File: config.mk
export PLATFORM = sky130hd
export DESIGN_NAME = plate_gate_ctrl
export DESIGN_NICKNAME = d
export VERILOG_FILES = /design/src/rtl/plate_gate_ctrl_pkg.sv /design/src/rtl/plate_format_chk.sv /design/src/rtl/plate_gate_ctrl.sv
export SDC_FILE = /design/constraint.sdc
export NUM_CORES = 1
export LEC_CHECK = 0
export ABC_AREA = 1
export CAP_MARGIN = 20
export CORE_MARGIN = 2
export CORE_UTILIZATION = 45
export CTS_BUF_LIST = sky130_fd_sc_hd__clkbuf_2 sky130_fd_sc_hd__clkbuf_4 sky130_fd_sc_hd__clkbuf_8
export DETAILED_ROUTE_END_ITERATION = 10
export PLACE_DENSITY = 0.83
export REMOVE_ABC_BUFFERS = 1
export SETUP_SLACK_MARGIN = 0.4
export SLEW_MARGIN = 20
export SYNTH_ARGS = -nofsm -noshare
export SYNTH_HDL_FRONTEND = slang
export SYNTH_SLANG_ARGS = --single-unit
File: constraint.sdc
create_clock -name Clk -period 4.3 [get_ports Clk]
set_clock_uncertainty 0.05 [all_clocks]
set_input_delay 0.86 -clock Clk [delete_from_list [all_inputs] [get_ports Clk]]
set_output_delay 0.86 -clock Clk [all_outputs]
set_load 0.05 [all_outputs]
File: src/rtl/plate_gate_ctrl_pkg.sv
// Shared definitions for the parking-entry gate controller:
// digit geometry, deny-code values and the controller state encoding.
package plate_gate_ctrl_pkg;

  localparam int unsigned DIGIT_W    = 4;
  localparam logic [3:0]  LETTER_MIN = 4'hA;

  localparam logic [2:0] DENY_NONE     = 3'd0;
  localparam logic [2:0] DENY_PLATE    = 3'd1;
  localparam logic [2:0] DENY_DAY      = 3'd2;
  localparam logic [2:0] DENY_RESTRICT = 3'd3;
  localparam logic [2:0] DENY_FULL     = 3'd4;

  typedef enum logic [1:0] {
    ST_IDLE,
    ST_EVAL,
    ST_OPEN
  } state_t;

endpackage

File: src/rtl/plate_format_chk.sv
// Combinational plate format checker.
//   plate    : N_DIGITS hex digits, digit 0 at the MSBs
//   valid    : exactly two letters (>= 0xA), forming an aligned pair (2i, 2i+1)
//   last_num : last digit if numeric, otherwise digit N_DIGITS-3
module plate_format_chk
  import plate_gate_ctrl_pkg::*;
#(
  parameter int unsigned N_DIGITS = 6
) (
  input  logic [DIGIT_W*N_DIGITS-1:0] plate,
  output logic                        valid,
  output logic [DIGIT_W-1:0]          last_num
);

  localparam int unsigned LW = $clog2(N_DIGITS + 1);

  logic [N_DIGITS-1:0] is_letter;
  logic [LW-1:0]       n_letters;
  logic                pair_ok;

  always_comb begin
    is_letter = '0;
    n_letters = '0;
    pair_ok   = 1'b0;
    for (int unsigned j = 0; j < N_DIGITS; j++) begin
      is_letter[j] = (plate[DIGIT_W*(N_DIGITS-1-j) +: DIGIT_W] >= LETTER_MIN);
      if (is_letter[j]) n_letters = n_letters + LW'(1);
    end
    for (int unsigned i = 0; i < N_DIGITS/2; i++) begin
      if (is_letter[2*i] && is_letter[2*i+1]) pair_ok = 1'b1;
    end
  end

  // With exactly two letters, one aligned letter pair implies every other digit is numeric.
  assign valid    = (n_letters == LW'(2)) && pair_ok;
  assign last_num = is_letter[N_DIGITS-1] ? plate[2*DIGIT_W +: DIGIT_W]
                                          : plate[DIGIT_W-1:0];

endmodule

File: src/rtl/plate_gate_ctrl.sv
// Parking-entry gate controller.
//   Clk, Reset          : rising-edge clock, synchronous active-high reset
//   Req, Plate, Dia     : request handshake (sampled only when idle), plate, weekday 1..7
//   Exit                : one-cycle pulse per departing vehicle
//   Busy                : controller not idle
//   Done                : one-cycle strobe qualifying MatrVal, Granted, DenyCode
//   Barreira            : barrier open, OPEN_CYCLES cycles per grant
//   Occupancy, Full     : vehicles inside, Occupancy == CAPACITY
module plate_gate_ctrl
  import plate_gate_ctrl_pkg::*;
#(
  parameter int unsigned N_DIGITS    = 6,
  parameter int unsigned CAPACITY    = 8,
  parameter int unsigned OPEN_CYCLES = 3,
  parameter int unsigned OCC_W       = $clog2(CAPACITY + 1)
) (
  input  logic                        Clk,
  input  logic                        Reset,
  input  logic                        Req,
  input  logic [DIGIT_W*N_DIGITS-1:0] Plate,
  input  logic [2:0]                  Dia,
  input  logic                        Exit,
  output logic                        Busy,
  output logic                        Done,
  output logic                        MatrVal,
  output logic                        Granted,
  output logic [2:0]                  DenyCode,
  output logic                        Barreira,
  output logic [OCC_W-1:0]            Occupancy,
  output logic                        Full
);

  localparam int unsigned TMR_W = (OPEN_CYCLES < 2) ? 1 : $clog2(OPEN_CYCLES + 1);

  state_t                        state;
  logic [DIGIT_W*N_DIGITS-1:0]   plate_q;
  logic [2:0]                    dia_q;
  logic [TMR_W-1:0]              timer;
  logic                          fmt_valid;
  logic [DIGIT_W-1:0]            last_num;
  logic [2:0]                    deny;
  logic                          grant_now;
  logic                          dec;

  plate_format_chk #(.N_DIGITS(N_DIGITS)) u_chk (
    .plate    (plate_q),
    .valid    (fmt_valid),
    .last_num (last_num)
  );

  assign Full = (Occupancy == OCC_W'(CAPACITY));

  // Odd weekday admits odd last digit; weekend skips the parity rule.
  always_comb begin
    deny = DENY_NONE;
    if (!fmt_valid)                                      deny = DENY_PLATE;
    else if (dia_q == 3'd0)                              deny = DENY_DAY;
    else if (dia_q <= 3'd5 && dia_q[0] != last_num[0])   deny = DENY_RESTRICT;
    else if (Full)                                       deny = DENY_FULL;
  end

  assign grant_now = (state == ST_EVAL) && (deny == DENY_NONE);
  assign dec       = Exit && (Occupancy != '0);

  always_ff @(posedge Clk) begin
    if (Reset) begin
      state    <= ST_IDLE;
      Busy     <= 1'b0;
      Done     <= 1'b0;
      MatrVal  <= 1'b0;
      Granted  <= 1'b0;
      DenyCode <= DENY_NONE;
      Barreira <= 1'b0;
      timer    <= '0;
      plate_q  <= '0;
      dia_q    <= '0;
    end else begin
      Done     <= 1'b0;
      MatrVal  <= 1'b0;
      Granted  <= 1'b0;
      DenyCode <= DENY_NONE;
      case (state)
        ST_IDLE: begin
          if (Req) begin
            plate_q <= Plate;
            dia_q   <= Dia;
            state   <= ST_EVAL;
            Busy    <= 1'b1;
          end
        end
        ST_EVAL: begin
          Done     <= 1'b1;
          MatrVal  <= fmt_valid;
          Granted  <= grant_now;
          DenyCode <= deny;
          if (grant_now) begin
            state    <= ST_OPEN;
            timer    <= TMR_W'(OPEN_CYCLES);
            Barreira <= 1'b1;
          end else begin
            state <= ST_IDLE;
            Busy  <= 1'b0;
          end
        end
        ST_OPEN: begin
          if (timer == TMR_W'(1)) begin
            state    <= ST_IDLE;
            Barreira <= 1'b0;
            Busy     <= 1'b0;
          end else begin
            timer <= timer - TMR_W'(1);
          end
        end
        default: begin
          state    <= ST_IDLE;
          Busy     <= 1'b0;
          Barreira <= 1'b0;
        end
      endcase
    end
  end

  // Simultaneous grant and departure cancel out.
  always_ff @(posedge Clk) begin
    if (Reset) begin
      Occupancy <= '0;
    end else if (grant_now && !dec) begin
      Occupancy <= Occupancy + OCC_W'(1);
    end else if (!grant_now && dec) begin
      Occupancy <= Occupancy - OCC_W'(1);
    end
  end

endmodule
==> impl_results.md, run 1 <==
* Post-layout util at 0.6730
* Outcome: complete, no violations
* Gate Count Post-Synth at 281
* CP endpoint kind: flip-flop
* Yosys warns at 0
* Largest net degree at the start of global routing at 31
* RSZ-0062 raised after global routing: true
* #FFs+latches synth at 39
* IO buf count at 39
* Die area at 5007 um2
* Area contributors post-synth: dfxtp_1 39%, nor2_1 10%, o21ai_0 7.7%
* Synth Area in Compound Gates at 0.1347
* Setup ws final at 0.07595 ns
* Final hold slack at between 0.4 and 0.5 ns
* Slew @ Worst Pin at just over 1 ns
* CTS Sinks at 39
* Internal at 774.9 uW
* Count of endpoints failing setup in the final report at 0
* Power share of the clock group at 0.229
* Relative slew slack at 0.3129
* First drt pass iteration count at 5
* Period utilisation layout at 0.9823
* Simple-Gate Fraction of Synth Area at 0.3013
* Power per Cell Area at around 430 nW/um2
* Pleak at between 0.001 and 0.0015 uW
* Final slew viol count at 0
* Mean Syn Cell Area at 7.138 um2
* Worst Setup Start Kind: flip-flop
* Peak Freq at 236.7 MHz
* Maxcap violations at 0
* Final WL at between 5000 and 6000 um
* IO Pins at 44
* Die W at about 71 um
* Global-route wire length before repair at approximately 8500 um
* Clock period minus worst slack at ~4.2 ns
* CTS Root Cell: clkbuf_8
* Dpl ws at -0.4462 ns
* Crit path max fanout at 3
* Critical path data arrival time at 4.36 ns
* Synthesis-to-finish area growth at 45.10%
* Placed cell area at about 2500 um2
* Sw Share at 0.3754
* Synth cell types at 33
* Routed WL per cell at roughly 13 um
* Starting density of the core at 0.4638
* Core box area at about 4300 um2
* FP Rows at 24
* Share of post-route cells with drive strength above 1 at 0.2594
* CTS tree: done
* Worst path required time at approximately 4.4 ns
* H-tree depth at 2
* Cts hold-fix bufs at 0
* Drt initial violations at approximately 110
* Via count at 2051
* Vias per Instance at just over 5
* Design Area, Final at around 2900 um2
* Clk buf depth at 2
* Nets@finish at ~390
* Largest family of logic cells by synthesized area: simple AND/OR/NAND/NOR gates
* Synth Cell Area at roughly 2000 um2
* Post-Synth Adder-Cell Area at 0.06613
* Gpl congestion at about 0.79
* Maximum VDD drop at ~0.00027 V
* Die H at a little over 70 um
* Critical path's largest stage delay at about 0.33 ns
* Hpwl dp at between 3000 and 4000 um
* Yosys top cell by area: dfxtp_1
* Sw power at between 400 and 500 uW
* Initial antenna violation count at 0
* Vias in the first global route at just over 2000
* CTS clk-pin slew, worst paths at 0.08 ns
* Logic pwr share at 0.401
* GRT Overall Usage at 0.2086
* Drt drc at 0
* Gr ovfl total at 0
* Mux cell area share after synthesis at 0
* Final ANT Viol Nets at 0
* Slowest stage cell, crit path: dfxtp_2
* Synth Area in XOR/XNOR at 0.008734
* Seq/Total Area, Yosys at 0.3893
* Worst hold path type: flip-flop to flip-flop
* Worst-Skew Late Latency at around 0.29 ns
* Final Hold Fails at 0
* Top-area cell type share of the netlist area at 0.3893
* Ant diodes at 0
* Final TNS setup at 0 ns
* WS Path Type: flip-flop to flip-flop
* Reg power frac at 0.370
* CTS Buf Count at 5
## per-layer routing
| metal | GRT usage | vias up | share of wire | wire length [um] |
|---|---|---|---|---|
| li1 | - | 1019 | - | - |
| met1 | 0.2358 | 965 | 0.41 | 2096 |
| met2 | 0.3759 | 55 | 0.53 | 2672 |
| met3 | 0.02849 | 12 | 0.038 | 191 |
| met4 | 0.1153 | 0 | 0.023 | 119 |
| met5 | 0 | - | 0 | 0 |
## synth_stat cells (all sizes together)
cell    count
a211oi      1
a21oi       9
and2        1
and3        1
buf         2
clkbuf      6
dfxtp      39
fa          1
ha          9
inv        45
nand2      42
nand3      18
nand3b      2
nand4       2
nor2       58
nor3        1
nor4        1
o21ai      38
o41ai       1
or2         1
or4         1
xor2        2
## state kept, by name (all words and copies together), names as in the netlist, 2 cells and up
signal / flops
dia_q: 3
state: 2
DenyCode: 3
Occupancy: 4
timer: 2
plate_q: 20
## cells by family (layout without fill, tap and decap cells)
logic type / count (synthesis) / in the layout
compound gates: 49 / 49
xor+xnor: 2 / 2
fa+ha+maj: 10 / 10
buf+inv: 53 / 119
flops: 39 / 39
simple gates: 128 / 128
## worst paths after layout
kind | slack (ns) | depth (start not counted) | to | startpoint
worst max-delay path | 0.08 | 31 | Occupancy[3]$_SDFFE_PP0P_ | plate_q[22]$_SDFFE_PP0P_
worst min-delay path | 0.41 | 2 | plate_q[2]$_SDFFE_PP0P_ | plate_q[2]$_SDFFE_PP0P_
worst max register to register | 0.08 | 31 | Occupancy[3]$_SDFFE_PP0P_ | plate_q[22]$_SDFFE_PP0P_
worst min register to register | 0.41 | 2 | plate_q[2]$_SDFFE_PP0P_ | plate_q[2]$_SDFFE_PP0P_
## layout by cell type (no fill, tap or decap), types with 8 or more instances in the layout
| master | count |
|---|---|
| nor2_1 | 55 |
| nand3_1 | 11 |
| o21ai_1 | 8 |
| a21oi_1 | 9 |
| o21ai_0 | 25 |
| clkdlybuf4s50_1 | 39 |
| buf_4 | 23 |
| nand2_1 | 33 |
| inv_1 | 34 |
| dfxtp_1 | 33 |
| inv_2 | 9 |
## final cells by class
type / count / area [um2]
Timing Repair Buffer: 66 / 608.1
Clock buffer: 8 / 103.9
Sequential cell: 39 / 788.3
Fill cell: 339 / 1414
Tap cell: 52 / 65.06
Inverter: 45 / 176.4
Multi-Input combinational cell: 189 / 1169
## metrics by stage
step / total power (uW) / cells
3_3_place_gp: 855.3 / 378
5_1_grt: 1304 / 399
4_1_cts: 1209 / 397
2_1_floorplan: 729.0 / 273
3_5_place_dp: 869.2 / 378
6_report: 1241 / 399
## power groups by stage
stage          Combinational (uW)  Sequential, uW  Clock [uW]
3_3_place_gp                  399             456           0
5_1_grt                       543             465         297
4_1_cts                       466             456         287
3_5_place_dp                  413             456           0
6_report                      498             459         284
2_1_floorplan                 209             520           0
## worst max-delay path: cells and delay by family, from the launching register on
family / cells / cell delay (ns)
AND/OR/NAND/NOR: 15 / 1.48
adder cells (fa/ha/maj): 6 / 1.29
AO/OA/AOI/OAI: 5 / 0.67
flip-flops: 1 / 0.33
buffers and inverters: 5 / 0.31
## what timing repair did
item / in CTS / in global routing
pin swaps: 24 / 20
resized for setup: 36 / 12
setup buffers: 11 / 2
endpoints found under the setup margin: 4 / 3
Power figures use the tool's default switching activity.
==> run 2: changes to the inputs <==
SKIP_CTS_REPAIR_TIMING = 1   (was not set)
==> run 2 against run 1 <==
The flow now finishes with violations (negative setup slack). Global-route usage shrank 2.4 points. Wire length shrank 4.8%. Total power shrank 2.1%. Fmax shrank 2.1%. Non-clock buffer count shrank 10. Sequential share of layout area grew 0.89 points. Die area is the same. Combinational power shrank 4.6%. Via count shrank 4.6%. First-iteration DRC count grew 16%. Final area shrank 4.0%. Count of clock-buffer cells in the layout is the same. Largest power group unchanged.
==> impl_results.md, run 2 (synthesized netlist as in run 1, its figures left out) <==
* Final hold slack at roughly 0.40 ns
* CTS Root Cell: clkbuf_8
* Most frequent cells in the layout: 55 x nor2_1, 39 x clkdlybuf4s50_1, 38 x dfxtp_1
* GRT Overall Usage at 0.1844
* Commonest non-fill, non-tap cell in the layout: nor2_1
* Drt initial violations at roughly 130
* CTS tree: done
* Gr ovfl total at 0
* Sw power at between 400 and 500 uW
* Clk buf depth at 2
* Period utilisation layout at 1.003
* Final ANT Viol Nets at 0
* Maximum VDD drop at 0.0002528 V
* Peak Freq at 231.9 MHz
* Failing checks: negative setup slack
* Design Area, Final at ~2800 um2
* FP Rows at 24
* Pleak at ~0.0013 uW
* Non-filler cells, final at slightly below 400
* Final Hold Fails at 0
* Placed insts at 378
* Cell family with most CP delay: simple AND/OR/NAND/NOR gates
* Count of endpoints failing setup in the final report at 1
* Die area at 5007 um2
* Die H at between 70 and 80 um
* Ant diodes at 0
* Vias in the first global route at between 1500 and 2000
* Share of post-route cells with drive strength above 1 at 0.2107
* Final WL at 4833 um
* Nets@finish at 377
* RSZ-0062 raised after global routing: true
* Power share of the clock group at 0.233
* Final slew viol count at 0
* Via count at 1956
* Internal at between 700 and 800 uW
* Sw Share at 0.3746
* CTS Buf Count at 5
* Drt drc at 0
* Initial antenna violation count at 0
* H-tree depth at 2
* WS Path Type: flip-flop to flip-flop
* Routed WL per cell at between 10 and 15 um
* First drt pass iteration count at 4
* Global-route wire length before repair at approximately 7500 um
* Largest net degree at the start of global routing at 31
* Placed cell area at between 2000 and 3000 um2
* CTS clk-pin slew, worst paths at 0.08 ns
* Largest register by flop count: plate_q
* Vias per Instance at ~5.0
* Gpl congestion at 0.7873
* IO Pins at 44
* Worst hold path type: flip-flop to flip-flop
* CP endpoint kind: flip-flop
* Worst-Skew Late Latency at 0.29 ns
* Outcome: complete, but fails checks
* Slew @ Worst Pin at 0.9972 ns
* Reg power frac at 0.376
* CTS Sinks at 39
* Worst Setup Start Kind: flip-flop
* Clock period minus worst slack at around 4.3 ns
* Critical path data arrival time at roughly 4.5 ns
* Power per Cell Area at around 430 nW/um2
* Crit path max fanout at 3
* Largest registers: plate_q (20), Occupancy (4)
* Post-layout util at 0.6464
* IO buf count at 39
* Hpwl dp at between 3000 and 4000 um
* Logic pwr share at 0.391
* Maxcap violations at 0
* Critical path's largest stage delay at between 0.3 and 0.4 ns
* Die W at ~70 um
* Setup ws final at -0.01251 ns
* Synthesis-to-finish area growth at 39.36%
* Slowest stage cell, crit path: dfxtp_1
* CP bufs+invs at 5
* Core box area at ~4300 um2
* Max reg flops at 20
* Worst path required time at between 4 and 5 ns
* Final TNS setup at -0.01251 ns
* Starting density of the core at 0.4638
* Relative slew slack at 0.3327
==> run 2: cell count changes in the layout (fill, tap and decap cells not counted), sizes merged <==
cell and delta:
buf -10
==> run 2: routing by layer <==
metal  part of all wire  global-route usage
met1               0.42              0.2032
met2               0.52              0.3427
met3              0.038             0.02707
met4              0.023             0.09015
met5                  0                   0
==> run 2: worst reg2reg max path, delay by kind of cell (launching register included) <==
| family | cells | cell delay (ns) |
|---|---|---|
| AND/OR/NAND/NOR | 16 | 1.61 |
| AO/OA/AOI/OAI | 5 | 0.63 |
| adder cells (fa/ha/maj) | 6 | 1.23 |
| flip-flops | 1 | 0.32 |
| buffers and inverters | 5 | 0.37 |
==> run 2: final cells by class <==
class	count	area [um2]
Fill cell	361	1529
Multi-Input combinational cell	189	1152
Sequential cell	39	782.0
Timing Repair Buffer	56	518.0
Inverter	45	173.9
Clock buffer	8	103.9
Tap cell	52	65.06
==> run 2: metrics by stage <==
step,total power [uW],setup WS (ns)
floorplan,729.0,-0.1884
global route,1280,-0.2988
global placement,855.3,-0.2569
finish,1214,-0.01251
CTS,1153,-0.4913
detailed placement,869.2,-0.4462
==> run 2: power by group through the flow <==
stage / Sequential [uW] / Clock [uW] / Combinational (uW)
6_report: 456 / 283 / 475
5_1_grt: 463 / 296 / 521
4_1_cts: 449 / 287 / 417
3_5_place_dp: 456 / 0 / 413
3_3_place_gp: 456 / 0 / 399
2_1_floorplan: 520 / 0 / 209
==> run 2: worst paths after layout <==
check | startpoint | to | slack [ns] | cells past startpoint
worst max-delay path | plate_q[17]$_SDFFE_PP0P_ | Occupancy[3]$_SDFFE_PP0P_ | -0.01 | 32
worst min-delay path | plate_q[2]$_SDFFE_PP0P_ | plate_q[2]$_SDFFE_PP0P_ | 0.40 | 2
worst max register to register | plate_q[17]$_SDFFE_PP0P_ | Occupancy[3]$_SDFFE_PP0P_ | -0.01 | 32
worst min register to register | plate_q[2]$_SDFFE_PP0P_ | plate_q[2]$_SDFFE_PP0P_ | 0.40 | 2
==> run 3: changes to the inputs <==
PLACE_DENSITY = 0.75   (was 0.83)
TNS_END_PERCENT = 5   (was not set)
==> run 3 against run 2 <==
The run now ends clean. Hold slack better by 0.012 ns. Total power grew 1.3%. Setup slack improved by 0.014 ns. Critical path type unchanged. Largest power group unchanged. Highest routed layer unchanged.
==> impl_results.md, run 3 (synthesized netlist as in run 1, its figures left out) <==
* Vias in the first global route at roughly 1800
* CTS clk-pin slew, worst paths at approximately 0.080 ns
* Core box area at about 4300 um2
* Largest net degree at the start of global routing at 31
* Worst Setup Start Kind: flip-flop
* Post-layout util at 0.6557
* Starting density of the core at 0.4638
* Power per Cell Area at approximately 430 nW/um2
* Vias per Instance at 4.997
* Share of post-route cells with drive strength above 1 at 0.2294
* IO buf count at 39
* Outcome: complete, no violations
* Most frequent cells in the layout: 54 x nor2_1, 39 x clkdlybuf4s50_1, 38 x dfxtp_1
* Worst path required time at approximately 4.4 ns
* Final WL at ~4700 um
* Period utilisation layout at 0.9996
* Largest registers: plate_q (20), Occupancy (4)
* Pleak at between 0.001 and 0.0015 uW
* Synthesis-to-finish area growth at 41.36%
* Max reg flops at 20
* Initial antenna violation count at 0
* Critical path's largest stage delay at 0.32 ns
* Routed WL per cell at 11.88 um
* Slowest stage cell, crit path: dfxtp_1
* Slew @ Worst Pin at 0.6995 ns
* Count of endpoints failing setup in the final report at 0
* WL met2 at between 2000 and 2500 um
* Die W at between 70 and 80 um
* H-tree depth at 2
* WL met1 at 2127 um
* Register area at around 800 um2
* Non-filler cells, final at roughly 400
* Final slew viol count at 0
* First drt pass iteration count at 4
* Relative slew slack at 0.5332
* Worst-Skew Late Latency at just under 0.3 ns
* Placed insts at 378
* CP most frequent cell: ha_4
* Clock period minus worst slack at ~4.3 ns
* Final Hold Fails at 0
* Commonest non-fill, non-tap cell in the layout: nor2_1
* Final ANT Viol Nets at 0
* Maximum VDD drop at approximately 0.00024 V
* Clk buf depth at 2
* Met3 WL post-DR at ~130 um
* Gpl congestion at 0.8837
* Hpwl dp at about 3200 um
* Largest register by flop count: plate_q
* Critical path data arrival time at ~4.4 ns
* RSZ-0062 raised after global routing: true
* Filler cell count at 380
* Drt drc at 0
* Via count at 1959
* Gr ovfl total at 0
* CP endpoint kind: flip-flop
* Drt initial violations at just under 100
* Maxcap violations at 0
* Area of the multi-input gates at 1170 um2
* Die H at between 70 and 80 um
* CTS Root Cell: clkbuf_8
* Nets@finish at 380
* IO Pins at 44
* Peak Freq at 232.7 MHz
* CTS Buf Count at 5
* Global-route wire length before repair at ~7600 um
* Die area at ~5000 um2
* Highest metal used: met4
* GRT Overall Usage at 0.1839
* Ant diodes at 0
* CTS Sinks at 39
* Crit path max fanout at 3
* CP bufs+invs at 5
* CTS tree: done
* WS Path Type: flip-flop to flip-flop
* Cell family with most CP delay: simple AND/OR/NAND/NOR gates
* FP Rows at 24
* Worst hold path type: flip-flop to flip-flop
[run 3: area by class of cell]
| class | count | area share |
|---|---|---|
| Multi-Input combinational cell | 189 | 0.4126 |
| Sequential cell | 39 | 0.2758 |
| Timing Repair Buffer | 59 | 0.1906 |
| Inverter | 45 | 0.06134 |
| Clock buffer | 8 | 0.03663 |
| Tap cell | 52 | 0.02295 |
[run 3: worst paths after layout]
| path | start | end | slack [ns] | cells past startpoint |
|---|---|---|---|---|
| worst max-delay path | plate_q[18]$_SDFFE_PP0P_ | Occupancy[3]$_SDFFE_PP0P_ | 0.002 | 32 |
| worst min-delay path | plate_q[1]$_SDFFE_PP0P_ | plate_q[1]$_SDFFE_PP0P_ | 0.42 | 2 |
| worst max register to register | plate_q[18]$_SDFFE_PP0P_ | Occupancy[3]$_SDFFE_PP0P_ | 0.002 | 32 |
| worst min register to register | plate_q[1]$_SDFFE_PP0P_ | plate_q[1]$_SDFFE_PP0P_ | 0.42 | 2 |
[run 3: routing by layer]
layer | up-vias | track usage
met3 | 6 | 0.02564
li1 | 1010 | -
met5 | - | 0
met1 | 901 | 0.2301
met2 | 42 | 0.3209
met4 | 0 | 0.06918
[run 3: power by group]
group / switching [uW] / internal (uW) / leakage, uW / total, uW
clock: 126 / 153 / 0.0000549 / 279
sequential: 51.9 / 406 / 0.000322 / 458
combinational: 278 / 216 / 0.000913 / 494
[run 3: per-stage QoR]
| step | power, uW | hold WS, ns | setup WS [ns] | instance area (um2) | TNS (ns) |
|---|---|---|---|---|---|
| 6_report | 1231 | 0.4171 | 0.001911 | 2835 | 0 |
| 5_1_grt | 1307 | 0.4370 | -0.2721 | 2835 | -0.2721 |
| 4_1_cts | 1146 | 0.4171 | -0.4987 | 2639 | -0.6428 |
| 3_5_place_dp | 871.7 | 0.4076 | -0.4628 | 2535 | -0.5547 |
| 3_3_place_gp | 860.7 | 0.3929 | -0.2944 | 2535 | -0.2944 |
| 2_1_floorplan | 729.0 | 0.3813 | -0.1884 | 1974 | -0.1884 |
[run 3: tightest hold or removal path, cell delays in order (launching register included)]
cell,delay (ns)
dfxtp_1,0.30
inv_1,0.06
a21oi_1,0.06
